[config.mk]
export PLATFORM = sky130hd
export DESIGN_NAME = parking_entry_ctrl
export DESIGN_NICKNAME = d
export VERILOG_FILES = /design/src/rtl/parking_entry_ctrl.sv
export SDC_FILE = /design/constraint.sdc
export NUM_CORES = 1
export LEC_CHECK = 0
export ABC_AREA = 1
export BUFFER_PORTS_ARGS = -buffer_cell sky130_fd_sc_hd__buf_2
export CORE_ASPECT_RATIO = 0.9
export CORE_MARGIN = 5
export CORE_UTILIZATION = 40
export CTS_CLUSTER_DIAMETER = 100
export DETAILED_ROUTE_END_ITERATION = 10
export GPL_TIMING_DRIVEN = 0
export MAX_ROUTING_LAYER = met4
export SETUP_SLACK_MARGIN = 0.05
export SLEW_MARGIN = 20
export SYNTH_ARGS = -nofsm -noshare
export SYNTH_HDL_FRONTEND = slang
export SYNTH_SLANG_ARGS = --single-unit
[constraint.sdc]
create_clock -name clk_2Hz -period 6.4 [get_ports clk_2Hz]
set_input_delay 0.64 -clock clk_2Hz [delete_from_list [all_inputs] [get_ports clk_2Hz]]
set_output_delay 0.64 -clock clk_2Hz [all_outputs]
set_load 0.01 [all_outputs]
[src/rtl/parking_entry_ctrl.sv]
// Entry-gate controller: car detection, passcode check, occupancy tracking.
// Emits a one-cycle open_signal pulse to the downstream door blinker.
// Optional build macro PARKING_LOCKOUT_EN adds a wrong-code attempts counter
// and a timed LOCKOUT state; without it every mismatch simply denies.
module parking_entry_ctrl #(
    parameter int unsigned        CAPACITY     = 8,
    parameter int unsigned        CNT_W        = 4,
    parameter int unsigned        CODE_W       = 4,
    parameter logic [CODE_W-1:0]  PASSCODE     = 4'hA,
    parameter int unsigned        MAX_TRIES    = 3,
    parameter int unsigned        CODE_TIMEOUT = 20,
    parameter int unsigned        HOLD_CYCLES  = 22,
    parameter int unsigned        DENY_CYCLES  = 4,
    parameter int unsigned        LOCK_CYCLES  = 60
) (
    input  logic              clk_2Hz,
    input  logic              reset,
    input  logic              entry_req,
    input  logic [CODE_W-1:0] code_in,
    input  logic              code_valid,
    input  logic              car_exit,
    output logic              open_signal,
    output logic [CNT_W-1:0]  free_slots,
    output logic              full,
    output logic              deny_led,
    output logic              lockout
);

    // One shared timer serves every timed state, so size it for the longest.
    localparam int unsigned MAX_A = (CODE_TIMEOUT > HOLD_CYCLES) ? CODE_TIMEOUT : HOLD_CYCLES;
    localparam int unsigned MAX_B = (DENY_CYCLES > LOCK_CYCLES) ? DENY_CYCLES : LOCK_CYCLES;
    localparam int unsigned TMR_W = $clog2(((MAX_A > MAX_B) ? MAX_A : MAX_B) + 1);
    localparam logic [CNT_W-1:0] CAP_C = CNT_W'(CAPACITY);

    typedef enum logic [2:0] {
        S_IDLE,
        S_WAIT_CODE,
        S_GRANT,
        S_HOLD,
        S_DENY,
        S_LOCKOUT
    } state_t;

    state_t             state_q, state_d;
    logic [TMR_W-1:0]   timer_q, timer_d;
    logic               entry_prev_q, entry_prev_d;
    logic [CNT_W-1:0]   occ_q, occ_d;
    logic [CNT_W-1:0]   free_slots_q, free_slots_d;
    logic               full_q, full_d;
    logic               open_q, open_d;
    logic               entry_rise;
    logic               occ_inc, occ_dec;

`ifdef PARKING_LOCKOUT_EN
    localparam int unsigned ATT_W = $clog2(MAX_TRIES + 1);
    logic [ATT_W-1:0]   attempts_q, attempts_d;
`else
    logic               unused_tries;
    assign unused_tries = (MAX_TRIES == 0);
`endif

    assign entry_rise = entry_req && !entry_prev_q;

    // Next-state, timer, attempts and open-pulse logic.
    always_comb begin
        state_d      = state_q;
        timer_d      = timer_q + 1'b1;
        entry_prev_d = entry_req;
        open_d       = (state_q == S_GRANT);
`ifdef PARKING_LOCKOUT_EN
        attempts_d   = attempts_q;
`endif
        case (state_q)
            S_IDLE: begin
                timer_d = '0;
                if (entry_rise) begin
                    state_d = (occ_q == CAP_C) ? S_DENY : S_WAIT_CODE;
                end
            end
            S_WAIT_CODE: begin
                if (code_valid) begin
                    timer_d = '0;
                    if (code_in == PASSCODE) begin
                        state_d = S_GRANT;
                    end else begin
`ifdef PARKING_LOCKOUT_EN
                        attempts_d = attempts_q + 1'b1;
                        state_d    = (attempts_q == ATT_W'(MAX_TRIES - 1)) ? S_LOCKOUT : S_DENY;
`else
                        state_d    = S_DENY;
`endif
                    end
                end else if (timer_q == TMR_W'(CODE_TIMEOUT - 1)) begin
                    timer_d = '0;
                    state_d = S_IDLE;
                end
            end
            S_GRANT: begin
                timer_d = '0;
                state_d = S_HOLD;
`ifdef PARKING_LOCKOUT_EN
                attempts_d = '0;
`endif
            end
            S_HOLD: begin
                if (timer_q == TMR_W'(HOLD_CYCLES - 1)) begin
                    timer_d = '0;
                    state_d = S_IDLE;
                end
            end
            S_DENY: begin
                if (timer_q == TMR_W'(DENY_CYCLES - 1)) begin
                    timer_d = '0;
                    state_d = S_IDLE;
                end
            end
            S_LOCKOUT: begin
                if (timer_q == TMR_W'(LOCK_CYCLES - 1)) begin
                    timer_d = '0;
                    state_d = S_IDLE;
`ifdef PARKING_LOCKOUT_EN
                    attempts_d = '0;
`endif
                end
            end
            default: begin
                timer_d = '0;
                state_d = S_IDLE;
            end
        endcase
    end

    // Occupancy bookkeeping; an exit coinciding with a grant cancels out.
    always_comb begin
        occ_d   = occ_q;
        occ_inc = (state_q == S_GRANT) && (occ_q != CAP_C);
        occ_dec = car_exit && (occ_q != '0);
        case ({occ_inc, occ_dec})
            2'b10:   occ_d = occ_q + 1'b1;
            2'b01:   occ_d = occ_q - 1'b1;
            default: occ_d = occ_q;
        endcase
        free_slots_d = CAP_C - occ_q;
        full_d       = (occ_q == CAP_C);
    end

    // State and datapath registers with synchronous reset.
    always_ff @(posedge clk_2Hz) begin
        if (reset) begin
            state_q      <= S_IDLE;
            timer_q      <= '0;
            entry_prev_q <= 1'b0;
            occ_q        <= '0;
            free_slots_q <= CAP_C;
            full_q       <= 1'b0;
            open_q       <= 1'b0;
`ifdef PARKING_LOCKOUT_EN
            attempts_q   <= '0;
`endif
        end else begin
            state_q      <= state_d;
            timer_q      <= timer_d;
            entry_prev_q <= entry_prev_d;
            occ_q        <= occ_d;
            free_slots_q <= free_slots_d;
            full_q       <= full_d;
            open_q       <= open_d;
`ifdef PARKING_LOCKOUT_EN
            attempts_q   <= attempts_d;
`endif
        end
    end

    assign open_signal = open_q;
    assign free_slots  = free_slots_q;
    assign full        = full_q;
    assign deny_led    = (state_q == S_DENY);
`ifdef PARKING_LOCKOUT_EN
    assign lockout     = (state_q == S_LOCKOUT);
`else
    assign lockout     = 1'b0;
`endif

endmodule
==> reports/metrics.yaml, run 1 <==
place.gp.congestion: 0.8017
synth_edf_count: 0
yosys.area_share.simple_pct: 35.92
htreeDepth: 1
cts_max_path_buffers: 2
grt_setup_unrepaired: "false"
drt_wl_total_um: 2077
synth_ff_type: "dfxtp_1"
synth_compound_area_share_pct: 7.184
cts_resized: 0
port_buffers: 14
path_cells: "inv_1, ha_1, inv_1, nor2_1, a21boi_0, ha_1, nand2_1, inv_1, nor2_2, ha_1, a21oi_1, xnor2_1, o21ai_0, inv_1"
cp_common_cell: "inv_1"
synth_most_common_cell: "inv_1"
grt-ovfl-total: 0
synth.top_cell.area_share_pct: 36.49
required_ns: 6.61
synth.area.mux_share_pct: 0
holdPathStages: 1
synthAdderAreaFrac_pct: 6.842
clk_pin_slew_ns: 0.11
finalNetCount: 182
antenna_found_initial: 0
first_iter_violations: 56
r2r_start: "occ_q[0]"
via_per_inst: 4.867
drive_gt1_share_pct: 26.51
io_pins: 17
yosys_warnings: 0
clk_latency_ns: 0.30
synth_area_per_cell_um2: 7.414
ys_top_cells_by_area: "dfxtp_1, inv_1, ha_1"
finalCritPeriodShare_pct: 36.29
fin_tns_setup_ns: 0
slowest_delay_ns: 0.45
instances_no_fill: 196
end_kind: "register"
hold_end: "timer_q[0]"
critPathArrivalTime_ns: 2.53
via_count: 954
grt_max_degree: 12
r2r-end: "occ_q[2]"
place_inst: 192
synth_cell_types: 25
hp-start: "timer_q[0]"
grt_use_total_pct: 12.57
diodes: 0
holdBufCountCts: 0
synth_xor_area_share_pct: 3.991
wl_per_cell_um: 10.60
grt_pass1_wl_um: 3753
numCtsBuffers: 3
start_util_pct: 40.94
synth_largest_area_cell: "dfxtp_1"
reg2reg_depth: 14
drc: 0
power_density_nw_per_um2: 395.8
cts_tree: "built"
cts_setup_buffers: 0
holdCritPathClass: "register to register"
std_cell_rows: 18
dp_hpwl_um: 1627
grt_pass1_vias: 906
period_minus_slack_ns: 2.323
synth_top_family_by_area: "simple AND/OR/NAND/NOR gates"
synthTopCellsByCount: "inv_1, dfxtp_1, nor2_1, nand2_1, nand3_1"
die_area_um2: 3892
clock_sinks: 20
peakVddDrop_mv: 0.1066
die_h_um: 59.69
cts-root-buf: "clkbuf_4"
cp_slowest_cell: "dfxtp_1"
finalSetupViolations: 0
path_class: "register to register"
ys_seq_area_share_pct: 36.49
hold_violations: 0
slew_violations: 0
dr.pass1.iters: 4
cap_viol_max_count: 0
fp.dieW_um: 65.21
synth_fp_nets: 163
power_leakage_nw: 0.5787
async_reset_ff_share_pct: 0
core-area_um2: 2680
fmax_mhz: 430.5
netlist_area_um2: 1097
area_delta_synth_final_pct: 13.11
skew_ns: 0.004187
reg2reg_slack_ns: 4.08
syn_inst: 148
status: "finished clean"
ys_ff_latch: 20
critPathLaunchType: "register"
postRouteAntennaNets: 0
path_max_fanout: 7
==> worst max-delay path by stage <==
stage / start / end / slack, ns / cells after the start
2_1_floorplan: occ_q[0] / occ_q[2] / 4.35 / 14
3_3_place_gp: occ_q[0] / occ_q[2] / 4.15 / 14
3_5_place_dp: occ_q[0] / occ_q[2] / 4.09 / 14
4_1_cts: occ_q[0] / occ_q[2] / 4.07 / 14
5_1_grt: occ_q[0] / occ_q[2] / 3.77 / 14
6_report: occ_q[0] / occ_q[2] / 4.08 / 14
==> logic make-up (layout without fill, tap and decap cells) <==
| kind of cell | Yosys count | after routing |
|---|---|---|
| and+or+nand+nor | 77 | 77 |
| buffers and inverters | 25 | 43 |
| DFF | 20 | 20 |
| AOI/OAI and AO/OA | 14 | 14 |
| adders and majority gates | 6 | 6 |
| xor gates and xnor gates | 5 | 5 |
| other | 1 | 1 |
==> stage by stage <==
step	util, %	power [W]	setup slack (ns)	hold slack, ns	area (um^2)
after floorplan	-	0.0003673	4.348	0.4428	1097
after global placement	44.96	0.0004150	4.154	0.4586	1205
after detailed placement	44.96	0.0004219	4.088	0.4699	1205
after CTS	46.31	0.0004986	4.068	0.4998	1241
after global routing	46.31	0.0005456	3.768	0.5226	1241
final	46.31	0.0004913	4.077	0.4937	1241
==> critical path: cells and delay by family (launching register included) <==
kind | cells | cell delay (ns)
compound gates | 3 | 0.58
xor+xnor | 1 | 0.09
fa+ha+maj | 3 | 0.64
buf+inv | 4 | 0.28
flops | 1 | 0.45
simple gates | 3 | 0.19
==> power by group <==
part,leakage [nW],switching [W],internal (W),total (W)
logic,0.394,0.000145,0.0000926,0.000237
registers,0.163,0.0000262,0.000154,0.000180
clock network,0.0210,0.0000393,0.0000347,0.0000741
total,0.579,0.000210,0.000281,0.000491
==> placed cells by master (no fill, tap or decap), types with 2 or more instances in the layout <==
cell	count
nor2_1	20
inv_2	2
xor2_1	2
buf_2	14
clkbuf_4	3
dfxtp_1	20
o21ai_0	3
nor3_1	5
nand4_1	2
nand3_1	14
nor2_2	10
nand3_2	2
inv_1	21
buf_4	2
xnor2_1	3
ha_1	6
nand2_1	15
a21oi_1	8
nand2_2	5
==> flip-flops by register name, indices dropped and copies added, names as in the netlist <==
name,count
timer_q,6
free_slots,4
occ_q,4
state_q,3
entry_prev_q,1
full,1
open_signal,1
==> area by class of cell <==
class / count / area, um^2
Multi-Input combinational cell: 103 / 595.6
Fill cell: 278 / 1439
Inverter: 23 / 86.33
Buffer: 2 / 15.01
Sequential cell: 20 / 400.4
Timing Repair Buffer: 14 / 70.07
Tap cell: 30 / 37.54
Clock buffer: 4 / 36.28
==> per-layer routing <==
metal | routed length, um | global-route usage, %
met1 | 1020 | 15.37
met2 | 907 | 20.20
met3 | 123 | 3.759
met4 | 25 | 3.550
met5 | 0 | -
Note: power is estimated with default switching activity, not from simulation.
==> inputs of run 2 (changes only) <==
- clock period: 6.4 -> 2.4 ns (I/O delays scaled with it)
==> run 2 against run 1 <==
First-iteration DRC count up 16%. Combinational power rose to 2.9 times the previous value. Clock skew down 0.0013 ns. Register-to-register slack worse by 3.8 ns. Maximum frequency up 8.5%. Sequential power rose to 2.7 times the previous value. Count of clock-buffer cells in the layout unchanged. Core utilization up 1.1 points. Routed wire length up 2.2%. Total power rose to 2.8 times the previous value. Largest power group unchanged.
==> reports/metrics.yaml, run 2 (same netlist as run 1, synthesis figures left out) <==
power_leakage_nw: 0.5839
drc: 0
power_w: 0.001370
dr.pass1.iters: 4
cts-root-buf: "clkbuf_4"
finalCritPeriodShare_pct: 89.22
grt_use_total_pct: 12.57
largest_reg_flops: 6
cp_slowest_cell: "dfxtp_1"
grt_pass1_vias: 906
postRouteAntennaNets: 0
final_area_um2: 1271
crit_buf_inv: 4
area_delta_synth_final_pct: 15.85
power_density_nw_per_um2: 1077
cp_common_cell: "inv_1"
fp.dieW_um: 65.21
n_fill_cell: 278
clk_latency_ns: 0.30
cts_max_path_buffers: 2
path_class: "register to register"
via_count: 953
dpl_cell_area_um2: 1205
skew_ns: 0.002888
cts_setup_buffers: 0
finalNetCount: 182
holdCritPathClass: "primary input to register"
fin_tns_setup_ns: 0
grt_setup_unrepaired: "false"
end_kind: "register"
critPathArrivalTime_ns: 2.35
critPathLaunchType: "register"
wl_per_cell_um: 10.83
finalSetupViolations: 0
cts_resized: 0
grt-ovfl-total: 0
drt_wl_total_um: 2122
cap_viol_max_count: 0
required_ns: 2.61
top_register: "timer_q"
drive_gt1_share_pct: 30.72
grt_max_degree: 12
path_cells: "inv_2, ha_1, inv_1, nor2_4, a21boi_2, ha_4, nand2_1, inv_1, nor2_2, ha_1, a21oi_1, xnor2_1, o21ai_0, inv_1"
slowest_delay_ns: 0.43
place.gp.congestion: 0.8017
via_per_inst: 4.862
clk_pin_slew_ns: 0.11
crit_family: "adder cells"
die_area_um2: 3892
cts_tree: "built"
std_cell_rows: 18
mostFrequentLayoutCells: "inv_1, nor2_1, dfxtp_1, nand3_1, buf_2"
first_iter_violations: 65
fmax_mhz: 467.0
io_pins: 17
period_minus_slack_ns: 2.141
htreeDepth: 1
grt_pass1_wl_um: 3753
mostFrequentLayoutCell: "inv_1"
hold_violations: 0
die_h_um: 59.69
start_util_pct: 40.94
multi_input_area_um2: 624.3
status: "finished clean"
path_max_fanout: 5
port_buffers: 14
holdBufCountCts: 0
seq_area_um2: 401.6
diodes: 0
peakVddDrop_mv: 0.2847
antenna_found_initial: 0
slew_violations: 0
clock_sinks: 20
numCtsBuffers: 3
core-area_um2: 2680
dp_hpwl_um: 1627
[run 2: layout make-up]
cell class / count / share of cell area, %
repair buffers: 14 / 5.512
clock buffers: 4 / 2.854
flip-flops and latches: 20 / 31.59
multi-input cells: 103 / 49.11
plain buffers: 2 / 1.181
inverters: 23 / 6.791
well taps: 30 / 2.953
[run 2: worst register-to-register path, stage by stage (launching register included)]
cell and delay [ns]:
dfxtp_1 0.43, inv_2 0.08, ha_1 0.21, inv_1 0.09
nor2_4 0.05, a21boi_2 0.21, ha_4 0.18, nand2_1 0.06
inv_1 0.07, nor2_2 0.05, ha_1 0.17, a21oi_1 0.16
xnor2_1 0.10, o21ai_0 0.14, inv_1 0.05
[run 2: report_power, final]
group | switching (W) | internal, W | leakage, nW
Clock | 0.000105 | 0.0000926 | 0.0210
Sequential | 0.0000782 | 0.000411 | 0.164
Combinational | 0.000413 | 0.000270 | 0.399
[run 2: per-stage QoR]
stage,hold WS [ns],util (%),instances,worst slack (ns)
global placement,0.4564,44.96,192,0.1541
CTS,0.1284,46.31,196,0.06830
floorplan,0.3605,-,148,0.3477
global route,0.1331,47.43,196,0.08877
finish,0.1406,47.43,196,0.2587
detailed placement,0.4605,44.96,192,0.08838
[run 2: final timing paths]
check | endpoint | cells after the start | slack (ns) | from
worst max register to register | occ_q[2] | 14 | 0.26 | occ_q[1]
worst max-delay path | occ_q[2] | 14 | 0.26 | occ_q[1]
worst min register to register | timer_q[0] | 1 | 0.49 | timer_q[0]
worst min-delay path | entry_prev_q | 3 | 0.14 | entry_req
[run 2: routing by layer]
| metal | vias up | share of wire [%] | GRT usage [%] |
|---|---|---|---|
| met4 | 0 | 1.2 | 3.550 |
| met3 | 4 | 5.3 | 3.759 |
| li1 | 500 | - | - |
| met1 | 430 | 49 | 15.37 |
| met2 | 19 | 44 | 20.20 |
| met5 | - | 0 | - |
==> inputs of run 3 (changes only) <==
- ABC_AREA: 1 -> not set
- PLACE_DENSITY: not set -> 0.66
==> run 3 against run 2 <==
Worst setup slack worse by 0.12 ns. Routed wire length down 4.7%. Register-to-register slack got worse by 0.12 ns. Cell count shrank 17%. Core utilization increased by 2.1 points. Clock skew shrank 0.0016 ns. Worst hold slack improved by 0.019 ns. Area after synthesis is 8.0% lower. Synthesized cell count fell by 24%. Clock power barely moved. First-iteration DRC count decreased by 66%.
==> reports/metrics.yaml, run 3 <==
cts-root-buf: "clkbuf_4"
peakVddDrop_mv: 0.2675
power_leakage_nw: 0.5129
mostFrequentLayoutCells: "dfxtp_1, buf_2, nor2_1, nor3_1"
holdPathStages: 2
die_area_um2: 3631
grt-ovfl-total: 0
fp.dieW_um: 62.96
hold_violations: 0
n_fill_cell: 230
diodes: 0
grt_pass1_vias: 797
grt_use_total_pct: 12.06
cap_viol_max_count: 0
die_h_um: 57.67
path_class: "register to register"
ys_seq_area_share_pct: 39.65
fin_util_pct: 49.51
htreeDepth: 1
cp-startpoint: "occ_q[0]"
largest_reg_flops: 6
first_iter_violations: 22
ys_top_cells_by_area: "dfxtp_1, ha_1, xor2_1"
grt_pass1_wl_um: 3484
power_density_nw_per_um2: 489.6
required_ns: 2.64
postRouteAntennaNets: 0
cts_max_path_buffers: 2
fmax_mhz: 443.1
synth_most_common_cell: "dfxtp_1"
port_buffers: 14
synth_cell_types: 38
slew_headroom_pct: 63.30
end_kind: "register"
synth_ff_type: "dfxtp_1"
clock_sinks: 20
synth_largest_area_cell: "dfxtp_1"
numCtsBuffers: 3
r2r_start: "occ_q[0]"
grt_setup_unrepaired: "true"
synth_fp_nets: 128
drt_wl_total_um: 2022
power_w: 0.0005930
wl_per_cell_um: 12.48
critPathLaunchType: "register"
period_minus_slack_ns: 2.257
via_per_inst: 5.173
finalNetCount: 150
dr.pass1.iters: 4
start_util_pct: 41.28
top_register: "timer_q"
synthTopCellsByCount: "dfxtp_1, nor2_1, nor3_1"
finalCritPeriodShare_pct: 94.04
grt_max_degree: 12
finalSetupViolations: 0
clk_pin_slew_ns: 0.11
area_delta_synth_final_pct: 19.95
skew_ns: 0.001323
mostFrequentLayoutCell: "dfxtp_1"
cts_tree: "built"
hp-start: "entry_req"
syn_inst: 113
antenna_found_initial: 0
tightestPinTransition_ns: 0.5504
synth_edf_count: 0
via_count: 838
slew_violations: 0
core-area_um2: 2446
holdCritPathClass: "primary input to register"
ys_ff_latch: 20
dp_hpwl_um: 1431
drive_gt1_share_pct: 27.61
clk_latency_ns: 0.30
async_reset_ff_share_pct: 0
io_pins: 17
fin_tns_setup_ns: 0
std_cell_rows: 17
status: "finished clean"
synth_area_per_cell_um2: 8.936
drc: 0
holdBufCountCts: 0
place.gp.congestion: 0.7958
reg2reg_depth: 11
path_max_fanout: 5
critPathArrivalTime_ns: 2.50
yosys_warnings: 0
synth.top_cell.area_share_pct: 39.65
netlist_area_um2: 1010
-- run 3: critical path, cell delays in order (launching register included) --
cell and delay (ns):
dfxtp_2 0.36, inv_1 0.13, ha_2 0.23, inv_1 0.05, o31a_1 0.28, ha_4 0.19
xor2_1 0.14, ha_1 0.19, a21oi_2 0.12, xor2_1 0.08, or3_1 0.31, a21oi_1 0.12
-- run 3: cell families after synthesis --
| kind of cell | synth area share (%) |
|---|---|
| flip-flops | 39.65 |
| multiplexers | 2.107 |
| other | 0.3714 |
| AND/OR/NAND/NOR | 25.28 |
| AO/OA/AOI/OAI | 11.77 |
| XOR/XNOR | 7.807 |
| adder cells (fa/ha/maj) | 7.435 |
| buffers and inverters | 5.575 |
-- run 3: power breakdown --
group | total, W | internal, W | switching, W
registers | 0.000344 | 0.000338 | 0.00000632
logic | 0.0000535 | 0.0000234 | 0.0000300
clock network | 0.000195 | 0.0000926 | 0.000102
-- run 3: final cells by class --
type                    count  area, um^2  area share, %
multi-input cells          81       581.8          48.04
clock buffers               4       36.28          2.996
repair buffers             17       92.59          7.645
inverters                   6       22.52          1.860
flip-flops and latches     20       402.9          33.26
plain buffers               6       40.04          3.306
well taps                  28       35.03          2.893
-- run 3: final timing paths --
kind | to | slack (ns)
worst min register to register | timer_q[0] | 0.51
worst max-delay path | occ_q[2] | 0.14
worst max register to register | occ_q[2] | 0.14
worst min-delay path | entry_prev_q | 0.16
-- run 3: metrics by stage --
| step | instances | instance area (um^2) | hold slack [ns] | worst slack [ns] |
|---|---|---|---|---|
| global placement | 155 | 1115 | 0.4722 | 0.02538 |
| CTS | 159 | 1162 | 0.1559 | -0.001232 |
| global route | 162 | 1211 | 0.1708 | 0.003374 |
| finish | 162 | 1211 | 0.1597 | 0.1431 |
| detailed placement | 155 | 1115 | 0.4782 | -0.02315 |
| floorplan | 113 | 1010 | 0.3682 | 0.1757 |
-- run 3: per-layer routing --
layer / vias up / GRT usage [%] / share of wire, %
met4: 0 / 7.273 / 0.84
li1: 435 / - / -
met1: 373 / 16.37 / 47
met5: - / - / 0
met2: 28 / 16.11 / 45
met3: 2 / 2.713 / 7.3
-- run 3: timing repair --
item                       in CTS  in global routing
setup endpoints to repair       2                  2
pin swaps                       0                  3
setup buffers                   0                  3
resized for setup               3                  8
